===== src/rtl/serial_subtractor.sv =====
// rtl/serial_subtractor.sv - multi-cycle serial subtractor, STEP bits per clock, LSB first
// Optional OVF output enabled by defining SERIAL_SUBTRACTOR_OVF_EN.
module serial_subtractor #(
    parameter int WIDTH = 8,
    parameter int STEP  = 1
) (
    input  logic             clk,
    input  logic             rst,
    input  logic             start,
    input  logic [WIDTH-1:0] A,
    input  logic [WIDTH-1:0] B,
    input  logic             Bin,
    output logic             busy,
    output logic             done,
    output logic [WIDTH-1:0] D,
    output logic             Bout
`ifdef SERIAL_SUBTRACTOR_OVF_EN
    ,
    output logic             OVF
`endif
);

    localparam int NSTEPS = WIDTH / STEP;
    localparam int CW     = (NSTEPS > 1) ? $clog2(NSTEPS) : 1;
    localparam logic [CW-1:0] LAST = CW'(NSTEPS - 1);

    typedef enum logic {IDLE, RUN} state_t;

    state_t            state;
    state_t            state_nxt;
    logic [WIDTH-1:0]  a_sh;
    logic [WIDTH-1:0]  b_sh;
    logic [WIDTH-1:0]  d_sh;
    logic              borrow;
    logic [CW-1:0]     cnt;
    logic [STEP-1:0]   step_d;
    logic              bw;
    logic [WIDTH-1:0]  d_next;
    logic              last_step;
`ifdef SERIAL_SUBTRACTOR_OVF_EN
    logic              a_msb;
    logic              b_msb;
`endif

    always_ff @(posedge clk or posedge rst) begin
        if (rst) begin
            state <= IDLE;
        end else begin
            state <= state_nxt;
        end
    end

    always_comb begin
        state_nxt = state;
        case (state)
            IDLE:    if (start) state_nxt = RUN;
            RUN:     if (cnt == LAST) state_nxt = IDLE;
            default: state_nxt = IDLE;
        endcase
    end

    always_comb begin
        busy = (state == RUN);
    end

    // Ripple of STEP full-subtractor cells fed by the borrow saved last cycle.
    always_comb begin
        bw     = borrow;
        step_d = '0;
        for (int i = 0; i < STEP; i++) begin
            step_d[i] = a_sh[i] ^ b_sh[i] ^ bw;
            bw        = (~a_sh[i] & b_sh[i]) | (~(a_sh[i] ^ b_sh[i]) & bw);
        end
    end

    // Difference bits enter at the top so that after NSTEPS shifts they sit in place.
    always_comb begin
        d_next    = (d_sh >> STEP) | (WIDTH'(step_d) << (WIDTH - STEP));
        last_step = (state == RUN) && (cnt == LAST);
    end

    always_ff @(posedge clk or posedge rst) begin
        if (rst) begin
            a_sh   <= '0;
            b_sh   <= '0;
            d_sh   <= '0;
            borrow <= 1'b0;
            cnt    <= '0;
            done   <= 1'b0;
            D      <= '0;
            Bout   <= 1'b0;
`ifdef SERIAL_SUBTRACTOR_OVF_EN
            a_msb  <= 1'b0;
            b_msb  <= 1'b0;
            OVF    <= 1'b0;
`endif
        end else begin
            done <= last_step;
            if (state == IDLE && start) begin
                a_sh   <= A;
                b_sh   <= B;
                d_sh   <= '0;
                borrow <= Bin;
                cnt    <= '0;
`ifdef SERIAL_SUBTRACTOR_OVF_EN
                a_msb  <= A[WIDTH-1];
                b_msb  <= B[WIDTH-1];
`endif
            end else if (state == RUN) begin
                a_sh   <= a_sh >> STEP;
                b_sh   <= b_sh >> STEP;
                d_sh   <= d_next;
                borrow <= bw;
                cnt    <= cnt + 1'b1;
                if (last_step) begin
                    D    <= d_next;
                    Bout <= bw;
`ifdef SERIAL_SUBTRACTOR_OVF_EN
                    OVF  <= (a_msb != b_msb) && (d_next[WIDTH-1] != a_msb);
`endif
                end
            end
        end
    end

endmodule


===== config.mk =====
export PLATFORM = sky130hd
export DESIGN_NAME = serial_subtractor
export DESIGN_NICKNAME = d
export VERILOG_FILES = /design/src/rtl/serial_subtractor.sv
export SDC_FILE = /design/constraint.sdc
export NUM_CORES = 1
export LEC_CHECK = 0
export CAP_MARGIN = 20
export CORE_MARGIN = 4
export CORE_UTILIZATION = 45
export CTS_BUF_LIST = sky130_fd_sc_hd__clkbuf_4
export CTS_CLUSTER_DIAMETER = 60
export DETAILED_ROUTE_END_ITERATION = 8
export GPL_TIMING_DRIVEN = 1
export PLACE_DENSITY = 0.66
export RECOVER_POWER = 50
export SKIP_CTS_REPAIR_TIMING = 1
export SYNTH_ARGS = -nofsm -noshare
export SYNTH_HDL_FRONTEND = slang
export SYNTH_SLANG_ARGS = --single-unit

===== constraint.sdc =====
create_clock -name clk -period 2 [get_ports clk]
set_clock_uncertainty 0.05 [all_clocks]
set_input_delay 0.2 -clock clk [delete_from_list [all_inputs] [get_ports clk]]
set_output_delay 0.2 -clock clk [all_outputs]
set_load 0.005 [all_outputs]

# Word level (Yosys, flattened, before mapping)
# Index checks and enable logic that the tools add are counted.
# op_classes
mux	13
eq_ne	1
bitwise	10
reduce_logical	4
add_sub_neg	1
# ops
op	n
$mux W8	6
$or A7 B8 Y8	1
$mux W3	2
$mux W1	4
$not A1 Y1	4
$add A3 B1 Y3 const B	1
$eq A3 B3 Y1 const B	1
$reduce_and A3 Y1	1
$and A1 B1 Y1	2
$logic_and A1 B1 Y1	2
$pmux W1 S2	1
$reduce_bool A2 Y1	1
$xor A1 B1 Y1	2
$or A1 B1 Y1	1
# word_totals
regBits	39
output_inout_bits	11
word_cells	38
input_bits	20

# Depth between registers and ports, before layout
# Gate-level depths: netlist (run 1).
# logic_depth
ltp_word	6
mapped_depth	5
depth_no_buf	4

# Least setup slack after synthesis (run 1)
# Ideal clock, no wire load.
# synth_path
kind	register -> register
from	register cnt[0]
to	register D[0]
n_path_buf	0
path_slack_ns	0.594
path_stages_with_launch	5
setup_ns	0.125
t_required_ns	1.825
period_less_slack_ns	1.406
arrival_time_ns	1.231
cell_sequence	dfrtp_1 > ha_1 > ha_1 > nand2_4 > mux2_2
# synth_via
elab_chain_len	3
# synth_lines
item	line_no	text
from (decl)	35	logic [CW-1:0] cnt;
from (signal assigned)	114	cnt <= cnt + 1'b1;
$eq A3 B3 Y1	79	last_step = (state == RUN) && (cnt == LAST);
$logic_and A1 B1 Y1	79	
$reduce_and A3 Y1 (no line)	n/a	
to (signal assigned)	116	D <= d_next;
to (decl)	15	output logic [WIDTH-1:0] D,
# No other way between the ends.
# A chain may end at the register's enable or synchronous reset.

# Worst setup path in the final report (run 1)
# layout_path
from	input port start
to	register b_sh[5]
# layout_via
elab_chain_len	2
elab_cells_between_ends	3
classes_between	mux: 1; reduce/logical: 2
# layout_lines
item	line_no	text
from (decl)	9	input logic start,
$logic_and A1 B1 Y1 *	99	if (state == IDLE && start) begin
$mux W8 / $reduce_bool A2 Y1 (equally long branches)	n/a	
to (signal assigned)	111	b_sh <= b_sh >> STEP;
to (decl)	32	logic [WIDTH-1:0] b_sh;
# Every way passes the cells marked *; elsewhere a longest branch is shown, timed or not.

==> results of run 1 <==
[per-layer routing]
layer / share of wire (%) / GRT usage, %
met1: 46 / 17.7
met2: 49 / 21.9
met3: 4.2 / 4.78
met4: 1.6 / 4.56
met5: 0 / 0
[cells in the mapped netlist, types with 2 or more instances]
cell      count
nor2_1        3
o21ai_1      12
mux2_2        9
inv_1         5
dfrtp_1      38
mux2i_1      19
nand2b_1      8
o21ai_0      10
ha_1          2
nand2_1      22
buf_4         3
buf_6         5
[state kept, by name, summed over array words and instances (netlist names)]
| signal | flops |
|---|---|
| D | 8 |
| a_sh | 8 |
| b_sh | 8 |
| d_sh | 7 |
| cnt | 3 |
| Bout | 1 |
| borrow | 1 |
| busy | 1 |
| done | 1 |
[kinds of logic (layout without fill, tap and decap cells)]
family                     count (synthesis)  in the layout  synth area share (%)
buffers and inverters                     14             47                  6.68
AOI/OAI and AO/OA                         25             25                  7.72
and+or+nand+nor                           34             34                  9.21
muxes                                     28             28                  17.3
DFF                                       38             38                  56.4
adders and majority gates                  3              3                  2.67
[worst paths after layout]
path | from | endpoint | slack (ns)
max in group asynchronous | rst | b_sh[2]$_DFFE_PP0P_ | 0.81
worst max-delay path | start | b_sh[5]$_DFFE_PP0P_ | 0.49
worst min register to register | b_sh[1]$_DFFE_PP0P_ | b_sh[0]$_DFFE_PP0P_ | 0.45
min in group asynchronous | rst | Bout$_DFFE_PP0P_ | 0.51
worst max register to register | cnt[0]$_DFFE_PP0P_ | D[2]$_DFFE_PP0P_ | 0.49
worst min-delay path | A[7] | a_sh[7]$_DFFE_PP0P_ | 0.41
[area by class of cell]
class	count	area, um2
inverters	5	18.8
clock buffers	5	37.5
repair buffers	34	325
flip-flops and latches	38	951
fillers	321	1410
multi-input cells	90	622
clock inverters	3	45.0
well taps	46	57.6
[power by group]
group | internal, mW | leakage, nW | switching [mW]
clock | 0.262 | 0.0374 | 0.264
sequential | 1.09 | 0.485 | 0.183
combinational | 0.562 | 0.437 | 0.468
total | 1.92 | 0.960 | 0.914
[metrics by stage]
stage,cells,power [mW]
floorplan,142,2.02
global route,221,3.09
detailed placement,213,2.35
finish,221,2.83
CTS,221,2.89
global placement,213,2.30
[worst max-delay path: stages]
cell	delay (ns)
dlygate4sd3_1	0.52
clkbuf_2	0.58
mux2i_1	0.27
o21ai_0	0.11
==> results.json, run 1 <==
{
  "outcome": "finished, final reports clean",
  "rsz0062_at_grt": "false",
  "core_um2": 3470,
  "setup_tns_ns": 0,
  "ant_nets": 0,
  "reg2reg_depth": 4,
  "cp-end-kind": "flop",
  "synth_top_area_share_pct": 56.4,
  "syn_area_um2": 1690,
  "async_flop_share_pct": 100,
  "worstMarginPinSlew_ns": 0.925,
  "grtUsageTotal_pct": 13.8,
  "totalWireLength_mm": 2.90,
  "worst_slack_ns": 0.486,
  "synth_nets": 165,
  "slew-limit-headroom_pct": 38.3,
  "avgRoutedWirePerCell_um": 13.1,
  "cts_buffer_depth": 2,
  "cts_sinks": 38,
  "route.detailed.drc": 0,
  "placed_cell_area_um2": 1990,
  "final_common_cell": "dfrtp_1",
  "grt_pass1_wl_mm": 5.33,
  "ys_ff_latch": 38,
  "die_w_um": 69.2,
  "gp_congestion": 0.729,
  "die_h_um": 69.2,
  "min_period_ns": 1.51,
  "firstDrtPassIters": 4,
  "num_io_pins": 31,
  "final_util_pct": 59.3,
  "path_class": "in2reg",
  "drv_cap": 0,
  "area_growth_pct": 22.0,
  "period_share_pct": 75.7,
  "cts.reportedPaths.clkPinSlew_ns": 0.12,
  "drt_iter0_drc": 54,
  "drive_above_1_share_pct": 12.6,
  "dp_slack_ns": 0.504,
  "vias_per_cell": 4.87,
  "syn_inst": 142,
  "critPathArrivalTime_ns": 1.68,
  "p_leak_nw": 0.960,
  "grt_pass1_vias": 1124,
  "yosysWarnings": 0,
  "dieArea_um2": 4790,
  "finalMaxSlewViolations": 0,
  "cts_root_buf": "clkbuf_4",
  "num_antenna_cells": 0,
  "powerDensity_nw_per_um2": 1380,
  "num_rows": 21,
  "synth_area_leaders": "dfrtp_1, mux2i_1, mux2_2",
  "avgSynthCellArea_um2": 11.9,
  "ys_types": 18,
  "grt_antenna_before_repair": 0,
  "finalHoldViolCount": 0,
  "seq_area_frac_synth_pct": 56.4,
  "io_buffers": 30,
  "synth.largest_area_cell": "dfrtp_1",
  "layout_common_cells": "dfrtp_1, clkdlybuf4s50_1, nand2_1",
  "clock.fmax_mhz": 661,
  "fin_nets": 197,
  "worstSetupStartpointType": "input pin",
  "hold_ws_ns": 0.411,
  "gr-total-overflow": 0,
  "htree_num_levels": 2,
  "synth_edf_count": 0,
  "setup_violations": 0,
  "synthFlopType": "dfrtp_1",
  "cts_tree": "built",
  "hold_depth": 3,
  "final_area_um2": 2060,
  "num_vias": 1077,
  "vdd_drop_max_v": 0.000800,
  "critPathMaxFanout": 27,
  "insertion_delay_ns": 0.35,
  "cp.required_ns": 2.16,
  "grt_start_max_net_pins": 39,
  "hpwlAfterDp_mm": 1.98,
  "min_path_type": "in2reg",
  "start_util_pct": 48.6,
  "cts_made_buffers": 5
}
(Power assumes the default switching activity.)
==> run 2: changes to the inputs <==
==> constraint.sdc (replaced) <==
create_clock -name clk -period 1.6 [get_ports clk]
set_clock_uncertainty 0.05 [all_clocks]
set_input_delay 0.16 -clock clk [delete_from_list [all_inputs] [get_ports clk]]
set_output_delay 0.16 -clock clk [all_outputs]
set_load 0.005 [all_outputs]
==> run 2 against run 1 <==
Compared with the run above:
- global-route usage shrank 0.43 points
- worst hold slack worse by 0.030 ns
- sequential share of layout area is 1.3 points lower
- via count rose by 4.4%
- combinational power grew 33%
- first-iteration DRC count fell by 3.7%
- clock power up 51%
- critical path depth is 3 lower
- sequential power up 25%
- largest power group unchanged
==> results.json, run 2 (same netlist as run 1, synthesis figures left out) <==
{
  "outcome": "finished, final reports clean",
  "layout_common_cells": "dfrtp_1, clkdlybuf4s50_1, nand2_1",
  "worstSetupStartpointType": "flop",
  "min_path_type": "in2reg",
  "num_vias": 1124,
  "num_rows": 21,
  "critPathMaxFanout": 6,
  "dieArea_um2": 4790,
  "insertion_delay_ns": 0.34,
  "dp_slack_ns": 0.122,
  "cpMaxStageDelayCell": "clkdlybuf4s50_1",
  "cp.required_ns": 1.39,
  "grt_pass1_wl_mm": 5.22,
  "path_class": "reg2out",
  "fillers": 304,
  "firstDrtPassIters": 3,
  "cts_made_buffers": 5,
  "cts_tree": "built",
  "grtUsageTotal_pct": 13.4,
  "totalWireLength_mm": 2.94,
  "p_clk_share_pct": 21.1,
  "gp_congestion": 0.710,
  "path_buf_inv": 1,
  "cts_sinks": 38,
  "critPathArrivalTime_ns": 1.27,
  "slew-limit-headroom_pct": 38.6,
  "grt_start_max_net_pins": 39,
  "power.net_switching_mw": 1.16,
  "cts_buffer_depth": 2,
  "drive_above_1_share_pct": 13.3,
  "final_util_pct": 61.1,
  "final_area_um2": 2120,
  "p_comb_share_pct": 36.3,
  "cpLargestDelayFamily": "buffers and inverters",
  "area_growth_pct": 25.7,
  "drt_iter0_drc": 52,
  "setup_violations": 0,
  "grt_antenna_before_repair": 0,
  "vdd_drop_max_v": 0.00110,
  "grt_pass1_vias": 1194,
  "fin_nets": 202,
  "seqPwrFrac_pct": 42.6,
  "ant_nets": 0,
  "cp-end-kind": "output pin",
  "top_regs": "D (8), a_sh (8), b_sh (8)",
  "io_buffers": 30,
  "clock.fmax_mhz": 674,
  "cts.reportedPaths.clkPinSlew_ns": 0.11,
  "placed_cell_area_um2": 2000,
  "drv_cap": 0,
  "p_leak_nw": 0.992,
  "core_um2": 3470,
  "crit_chain": "clkdlybuf4s50_1",
  "finalMaxSlewViolations": 0,
  "route.detailed.drc": 0,
  "htree_num_levels": 2,
  "final_common_cell": "dfrtp_1",
  "avgRoutedWirePerCell_um": 13.0,
  "hpwlAfterDp_mm": 2.07,
  "netSwitchingFraction_pct": 30.7,
  "worst_slack_ns": 0.117,
  "start_util_pct": 48.6,
  "worstMarginPinSlew_ns": 0.921,
  "num_antenna_cells": 0,
  "num_io_pins": 31,
  "cts_root_buf": "clkbuf_4",
  "rsz0062_at_grt": "false",
  "die_w_um": 69.2,
  "finalHoldViolCount": 0,
  "vias_per_cell": 4.97,
  "powerDensity_nw_per_um2": 1780,
  "min_period_ns": 1.48,
  "internal_power_mw": 2.61,
  "gr-total-overflow": 0,
  "period_share_pct": 92.7,
  "worst_path_largest_cell_delay_ns": 0.52,
  "die_h_um": 69.2
}
==> run 2: cell count changes in the layout (fill, tap and decap cells not counted) <==
cell | before | now
clkbuf_1 | 0 | 3
buf_4 | 2 | 4
clkinvlp_4 | 2 | 0
buf_12 | 0 | 1
bufinv_16 | 1 | 2
clkbuf_2 | 2 | 1
clkdlybuf4s50_1 | 28 | 29
clkinv_1 | 0 | 1
dfrtp_1 | 38 | 37
dfrtp_2 | 0 | 1
dlygate4sd3_1 | 2 | 1
==> run 2: cell type report <==
class | count | area, um2 | area share, %
timing repair buffer | 39 | 367 | 17.3
tap | 46 | 57.6 | 2.72
clock inverter | 3 | 63.8 | 3.01
sequential | 38 | 952 | 44.9
clock buffer | 5 | 37.5 | 1.77
multi-input combinational | 90 | 622 | 29.4
inverter | 5 | 18.8 | 0.886
==> run 2: path summary, 6_finish.rpt <==
kind                                     startpoint                  end  slack (ns)  cells past startpoint
worst max-delay path                 busy$_DFF_PP0_                 busy        0.12                      1
worst min-delay path                           B[7]  b_sh[7]$_DFFE_PP0P_        0.38                      3
worst max register to register   cnt[0]$_DFFE_PP0P_     D[0]$_DFFE_PP0P_        0.12                      4
worst min register to register  b_sh[2]$_DFFE_PP0P_  b_sh[1]$_DFFE_PP0P_        0.44                      2
max in group asynchronous                       rst       busy$_DFF_PP0_        0.41                      3
min in group asynchronous                       rst   cnt[1]$_DFFE_PP0P_        0.47                      3
==> run 2: power groups by stage <==
stage	sequential, mW	clock, mW	combinational, mW
3_3_place_gp	1.62	0	1.27
6_report	1.60	0.794	1.37
4_1_cts	1.63	0.813	1.34
2_1_floorplan	1.57	0	0.957
5_1_grt	1.67	0.859	1.55
3_5_place_dp	1.65	0	1.34
==> run 2: stage by stage <==
stage               setup TNS [ns]  hold slack, ns  total power [mW]  std cells
floorplan                        0           0.266              2.53        142
global placement                 0           0.413              2.90        214
detailed placement               0           0.420              2.99        214
CTS                         -0.104           0.167              3.78        222
global route                     0           0.362              4.07        226
finish                           0           0.381              3.77        226
==> run 2: per-layer routing <==
metal / vias to the layer above / global-route usage [%] / part of all wire [%]
met4: 0 / 7.16 / 2.2
met1: 543 / 15.1 / 43
met5: - / 0 / 0
met2: 21 / 22.8 / 50
met3: 8 / 3.91 / 3.9
li1: 552 / - / -
==> run 3: changes to the inputs <==
--- a/config.mk
+++ b/config.mk
@@ -6,10 +6,9 @@
 export NUM_CORES = 1
 export LEC_CHECK = 0
 export CAP_MARGIN = 20
-export CORE_MARGIN = 4
+export CORE_MARGIN = 2
 export CORE_UTILIZATION = 45
 export CTS_BUF_LIST = sky130_fd_sc_hd__clkbuf_4
-export CTS_CLUSTER_DIAMETER = 60
 export DETAILED_ROUTE_END_ITERATION = 8
 export GPL_TIMING_DRIVEN = 1
 export PLACE_DENSITY = 0.66
==> run 3 against run 2 <==
Compared with the run above:
- clock-buffer cell count did not move
- setup slack got worse by 0.016 ns
- cell area fell by 4.0%
- worst hold slack improved by 0.0059 ns
- critical endpoint is now D[1]$_DFFE_PP0P_
- routed wire length fell by 2.0%
- combinational power fell by 5%
- first-iteration DRC count fell by 5.8%
- sequential power barely moved
- total power fell by 12%
- final cell count fell by 1.3%
==> results.json, run 3 (same netlist as run 1, synthesis figures left out) <==
{
  "grt_pass1_wl_mm": 5.20,
  "cts_sinks": 38,
  "critPathArrivalTime_ns": 1.66,
  "setup_tns_ns": 0,
  "die_w_um": 65.2,
  "vdd_drop_max_v": 0.000914,
  "num_rows": 22,
  "area_growth_pct": 20.7,
  "dp.cells": 217,
  "route.detailed.drc": 0,
  "top_regs": "D (8), a_sh (8), b_sh (8)",
  "htree_num_levels": 2,
  "min_path_type": "in2reg",
  "start_util_pct": 46.4,
  "fin_nets": 199,
  "cts_buffer_depth": 2,
  "placed_cell_area_um2": 2010,
  "gp_congestion": 0.724,
  "io_buffers": 30,
  "grt_antenna_before_repair": 0,
  "hold_ws_ns": 0.387,
  "cp.required_ns": 1.76,
  "drt_iter0_drc": 49,
  "critPathMaxFanout": 9,
  "layout_common_cells": "dfrtp_1, clkdlybuf4s50_1, nand2_1",
  "min_period_ns": 1.50,
  "ff2ff_setup_slack_ns": 0.10,
  "internal_power_mw": 2.24,
  "period_share_pct": 93.7,
  "power.net_switching_mw": 1.09,
  "p_comb_share_pct": 38.9,
  "slew-limit-headroom_pct": 39.0,
  "firstDrtPassIters": 4,
  "netSwitchingFraction_pct": 32.8,
  "final_cells": 223,
  "num_antenna_cells": 0,
  "outcome": "finished, final reports clean",
  "power_mw": 3.33,
  "finalMaxSlewViolations": 0,
  "hpwlAfterDp_mm": 2.07,
  "die_h_um": 65.2,
  "cp-end-kind": "flop",
  "insertion_delay_ns": 0.33,
  "seqPwrFrac_pct": 48.4,
  "avgRoutedWirePerCell_um": 12.9,
  "ant_nets": 0,
  "cts.reportedPaths.clkPinSlew_ns": 0.10,
  "cts_made_buffers": 5,
  "drive_above_1_share_pct": 12.6,
  "worst_slack_ns": 0.100,
  "core_um2": 3630,
  "final_common_cell": "dfrtp_1",
  "vias_per_cell": 4.97,
  "p_leak_nw": 0.956,
  "cts_tree": "built",
  "p_clk_share_pct": 12.7,
  "final_util_pct": 56.0,
  "grtUsageTotal_pct": 16.5,
  "path_class": "reg2reg",
  "finalHoldViolCount": 0,
  "totalWireLength_mm": 2.88,
  "clock.fmax_mhz": 667,
  "worstMarginPinSlew_ns": 0.915,
  "setup_violations": 0,
  "powerDensity_nw_per_um2": 1640,
  "rsz0062_at_grt": "false",
  "worstSetupStartpointType": "flop",
  "grt_start_max_net_pins": 39,
  "dp_slack_ns": 0.103,
  "num_io_pins": 31,
  "dieArea_um2": 4250,
  "gr-total-overflow": 0,
  "drv_cap": 0,
  "num_vias": 1108,
  "final_area_um2": 2030,
  "cts_root_buf": "clkbuf_4",
  "grt_pass1_vias": 1131
}
## run 3: metal layers
layer | track usage, % | up-vias | part of all wire, %
met5 | 0 | - | 0
met4 | 6.25 | 0 | 1.8
met3 | 5.82 | 6 | 5.3
met2 | 27.0 | 24 | 50
met1 | 20.0 | 539 | 43
li1 | - | 539 | -
## run 3: worst paths after layout
kind | end | cells past startpoint | startpoint
max | D[1]$_DFFE_PP0P_ | 4 | cnt[0]$_DFFE_PP0P_
min | a_sh[7]$_DFFE_PP0P_ | 3 | A[7]
max reg2reg | D[1]$_DFFE_PP0P_ | 4 | cnt[0]$_DFFE_PP0P_
min reg2reg | b_sh[0]$_DFFE_PP0P_ | 2 | b_sh[1]$_DFFE_PP0P_
max in group asynchronous | busy$_DFF_PP0_ | 3 | rst
min in group asynchronous | a_sh[6]$_DFFE_PP0P_ | 3 | rst
## run 3: power groups by stage
stage	logic, mW	clock network [mW]	registers [mW]
after detailed placement	1.32	0	1.64
after CTS	1.34	0.445	1.62
after global routing	1.47	0.496	1.68
final	1.30	0.423	1.61
after floorplan	0.957	0	1.57
after global placement	1.27	0	1.62
## run 3: layout make-up
cell class	instances	area, um2
inverters	5	18.8
flip-flops and latches	38	952
clock inverters	1	3.75
fillers	328	1600
clock buffers	5	37.5
well taps	48	60.1
repair buffers	36	340
multi-input cells	90	622
## run 3: worst max-delay path: stages (launching register included)
cell     delay (ns)
dfrtp_1        0.40
ha_1           0.20
ha_1           0.24
nand2_4        0.15
mux2_2         0.35
